## src/rtl/strobe_period_meter.sv

```systemverilog
// strobe_period_meter: measures clk cycles between rising edges of strobe_in.
// Define STROBE_METER_SYNC_EN to pass strobe_in through a 2-flop synchronizer.
module strobe_period_meter #(
    parameter int CNT_WIDTH  = 16,
    parameter int MIN_PERIOD = 2
) (
    input  logic                 clk,
    input  logic                 reset_n,
    input  logic                 enable,
    input  logic                 strobe_in,
    output logic [CNT_WIDTH-1:0] period,
    output logic                 period_valid,
    output logic                 timeout,
    output logic                 busy
);

    typedef enum logic [1:0] {
        IDLE    = 2'd0,
        ARM     = 2'd1,
        MEASURE = 2'd2
    } state_t;

    localparam logic [CNT_WIDTH:0] MIN_P = (CNT_WIDTH+1)'(MIN_PERIOD);

    // An edge seen at cnt = all ones would wrap to 0; clamp it to all ones instead.
    function automatic logic [CNT_WIDTH-1:0] sat_cnt(input logic [CNT_WIDTH:0] v);
        return v[CNT_WIDTH] ? {CNT_WIDTH{1'b1}} : v[CNT_WIDTH-1:0];
    endfunction

    state_t               state_q;
    logic [CNT_WIDTH-1:0] cnt_q;
    logic [CNT_WIDTH-1:0] period_q;
    logic                 strobe_prev_q;
    logic                 period_valid_q;
    logic                 timeout_q;
    logic                 busy_q;

    logic                 s;
    logic                 edge_det;
    logic [CNT_WIDTH:0]   cnt_inc;

`ifdef STROBE_METER_SYNC_EN
    logic sync1_q;
    logic sync2_q;

    always_ff @(posedge clk or negedge reset_n) begin
        if (!reset_n) begin
            sync1_q <= 1'b0;
            sync2_q <= 1'b0;
        end else begin
            sync1_q <= strobe_in;
            sync2_q <= sync1_q;
        end
    end

    assign s = sync2_q;
`else
    assign s = strobe_in;
`endif

    assign edge_det = s & ~strobe_prev_q;
    assign cnt_inc  = {1'b0, cnt_q} + 1'b1;

    always_ff @(posedge clk or negedge reset_n) begin
        if (!reset_n) begin
            state_q        <= IDLE;
            cnt_q          <= '0;
            period_q       <= '0;
            strobe_prev_q  <= 1'b0;
            period_valid_q <= 1'b0;
            timeout_q      <= 1'b0;
            busy_q         <= 1'b0;
        end else begin
            strobe_prev_q  <= s;
            period_valid_q <= 1'b0;
            timeout_q      <= 1'b0;
            if (!enable) begin
                state_q <= IDLE;
                cnt_q   <= '0;
                busy_q  <= 1'b0;
            end else begin
                case (state_q)
                    IDLE: begin
                        state_q <= ARM;
                        cnt_q   <= '0;
                        busy_q  <= 1'b1;
                    end
                    // The first edge after arming is only a reference point.
                    ARM: begin
                        if (edge_det) begin
                            state_q <= MEASURE;
                            cnt_q   <= '0;
                        end
                    end
                    MEASURE: begin
                        if (edge_det && (cnt_inc >= MIN_P)) begin
                            period_q       <= sat_cnt(cnt_inc);
                            period_valid_q <= 1'b1;
                            cnt_q          <= '0;
                        end else if (&cnt_q) begin
                            timeout_q <= 1'b1;
                            cnt_q     <= '0;
                            state_q   <= ARM;
                        end else begin
                            cnt_q <= cnt_inc[CNT_WIDTH-1:0];
                        end
                    end
                    default: begin
                        state_q <= IDLE;
                        cnt_q   <= '0;
                        busy_q  <= 1'b0;
                    end
                endcase
            end
        end
    end

    assign period       = period_q;
    assign period_valid = period_valid_q;
    assign timeout      = timeout_q;
    assign busy         = busy_q;

endmodule

```

## config.mk

```make
export PLATFORM = sky130hd
export DESIGN_NAME = strobe_period_meter
export DESIGN_NICKNAME = d
export VERILOG_FILES = /design/src/rtl/strobe_period_meter.sv
export SDC_FILE = /design/constraint.sdc
export NUM_CORES = 1
export LEC_CHECK = 0
export ABC_CLOCK_PERIOD_IN_PS = 7100
export CAP_MARGIN = 20
export CORE_MARGIN = 8
export CORE_UTILIZATION = 61
export DETAILED_ROUTE_END_ITERATION = 16
export GPL_ROUTABILITY_DRIVEN = 0
export PLACE_DENSITY_LB_ADDON = 0.2
export SLEW_MARGIN = 20
export SYNTH_ARGS = -nofsm -noshare
export SYNTH_HDL_FRONTEND = slang
export SYNTH_SLANG_ARGS = --single-unit
```

## constraint.sdc

```tcl
create_clock -name clk -period 7.1 [get_ports clk]
set_clock_uncertainty 0.05 [all_clocks]
set_input_delay 1.065 -clock clk [delete_from_list [all_inputs] [get_ports clk]]
set_output_delay 1.065 -clock clk [all_outputs]
set_load 0.02 [all_outputs]
```

==> results.cfg <==
[status]
outcome = completed

[logic_synthesis]
syn_avg_cell_area_um2 = 9.13
synth_top_area_share_pct = 40.9
synth_nets = 264
ys_async_sr_fraction_pct = 100
synth_cell_type_count = 58
yosysSeqAreaShare_pct = 40.9
yosys.area.top_type = dfrtp_1
syn-cell-area_um2 = 2330
ys_ff_latch = 38
synth.area.top_cells = dfrtp_1, nor2_1, nand2_1, a21oi_1, xnor2_1
synth_cells = 255
ys.warnings.count = 0
synth-main-ff-cell = dfrtp_1
synth_edf_count = 0

[final_layout]
final_cell_area_um2 = 2580
drive_above_1_share_pct = 9.02
diodes = 0
final_cell_mix = dfrtp_1, nor2_1, nand2_1
area_growth_pct = 10.7
final_common_cell = dfrtp_1
finalNetCount = 275

[pwr]
p_leak_nw = 1.07
peakVddDrop_uv = 214
power_density_nw_per_um2 = 178
power_mw = 0.459
combinationalPowerShare_pct = 19.2
p_sw_mw = 0.132
netSwitchingFraction_pct = 28.7
intPower_mw = 0.327
clockPowerShare_pct = 30.0
seqPwrFrac_pct = 50.8

[floorplanning]
die_area_um2 = 6050
core-area_um2 = 3660
initial_core_util_pct = 63.6
die_height_um = 77.8
dieWidth_um = 77.8
ios = 23
num_rows = 22

[placed_design]
portBuffers = 22
dp_hpwl_um = 3550
place_area_um2 = 2500

[critical_path]
timing.rr.end = period[8]
critPathRequiredTime_ns = 7.23
reg2reg_from = cnt_q[0]
crit_fanout = 16
start_kind = flip-flop
critPathArrivalTime_ns = 3.41
critPathCaptureType = flip-flop
reg2reg_slack_ns = 3.82
r2r.worst_path.cells = 8
path_class = flip-flop to flip-flop

[drt]
drt_iter0_drc = 162
drc = 0
drt_first_pass_iters = 5
wl_um = 4890
postRouteAntennaNets = 0
viasPerCell = 6.13
vias = 1925
wl_per_cell_um = 15.6

[clock_tree]
post_cts_buffers = 0
cts_htree_levels = 2
cts_hold_buf = 0
root_buffer = clkbuf_8
cts_buffers = 5
cts_resized = 0
cts_buffer_depth = 2
clock_latency_ns = 0.29
cts.sinks = 38
cts_tree = done
clkTransAtPathRegs_ns = 0.07

[timing]
hold_viol = 0
min_period_ns = 3.28
hold_ws_ns = 0.464
max_freq_mhz = 305
rsz0062_at_grt = no
tns_ns = 0
fin_crit_sh_pct = 46.2
setup_viol = 0
relSlewSlack_pct = 44.8
max_slew.worst_pin.slew_ns = 0.829
maxSlewViolCount = 0

[min_path]
min_to = state_q[0]
whs_path_depth = 1
hold_class = flip-flop to flip-flop
hp-start = state_q[0]

[global_routing]
antenna_found_initial = 0
grt_start_max_net_pins = 39
grt_overflow = 0
grt_pass1_vias = 1757
grt.total_usage_pct = 17.2
grt_pass1_wl_um = 8510

[run]
maxCapViolCount = 0
cell type report:
class / instances / area, um^2
Inverter: 8 / 30.0
Fill cell: 288 / 1080
Tap cell: 48 / 60.1
Sequential cell: 38 / 951
Clock buffer: 7 / 76.3
Multi-Input combinational cell: 190 / 1240
Timing Repair Buffer: 23 / 223
worst max path at each step:
stage | startpoint | end | slack [ns]
finish | cnt_q[0] | period[8] | 3.82
global route | cnt_q[0] | period[8] | 3.61
CTS | cnt_q[0] | period[8] | 3.83
detailed placement | enable | period[8] | 3.69
global placement | enable | cnt_q[0] | 3.78
floorplan | cnt_q[0] | period[2] | 4.67
critical path, stage by stage (launching register included):
cell	delay, ns
dfrtp_1	0.48
ha_1	0.39
nand4_2	0.21
nor3_4	0.31
mux2i_1	0.31
nor4_4	0.09
a211oi_2	0.63
buf_4	0.33
mux2_2	0.35
metrics by stage:
step / utilization [%] / cells / setup WS [ns]
finish: 70.4 / 314 / 3.82
global route: 70.4 / 314 / 3.61
CTS: 70.3 / 314 / 3.83
detailed placement: 68.2 / 307 / 3.69
global placement: 68.2 / 307 / 3.78
floorplan: - / 255 / 4.67
power groups by stage:
stage	logic (mW)	registers (mW)	clock network, mW
after detailed placement	0.0879	0.238	0
final	0.0882	0.234	0.138
after CTS	0.0881	0.234	0.141
after floorplan	0.0518	0.244	0
after global routing	0.0979	0.235	0.151
after global placement	0.0874	0.237	0
metal layers:
layer | global-route usage [%] | wire, um
met2 | 25.2 | 2230
met5 | 0 | 0
met1 | 23.2 | 2330
met4 | 7.55 | 69
met3 | 4.38 | 263
flip-flops by register name, indices dropped and copies added, names as in the netlist:
signal and cells:
strobe_prev_q 1, busy 1, state_q 2, timeout 1, cnt_q 16, period_valid 1
period 16
synthesized netlist by cell type (all sizes together), types with 2 or more instances:
master,count
nor2,30
nor2b,2
nor3,9
a21oi,16
clkbuf,5
nand2b,2
ha,5
buf,14
and4,2
nand3,8
o31ai,7
dfrtp,38
and2,2
nand3b,3
nand4,9
o31a,2
o41ai,3
o21ai,7
mux2,2
xnor2,8
nor4,4
a31oi,9
nand2,28
mux2i,2
and3,5
a21o,3
nor3b,2
xor2,4
inv,8
logic make-up after synthesis:
logic type	after synthesis	synth area share, %
flip-flops	38	40.9
AO/OA/AOI/OAI	59	17.7
XOR/XNOR	12	4.52
AND/OR/NAND/NOR	110	26.3
adder cells (fa/ha/maj)	5	2.69
multiplexers	4	1.83
buffers and inverters	27	6.13
Note: power is estimated with default switching activity, not from simulation.
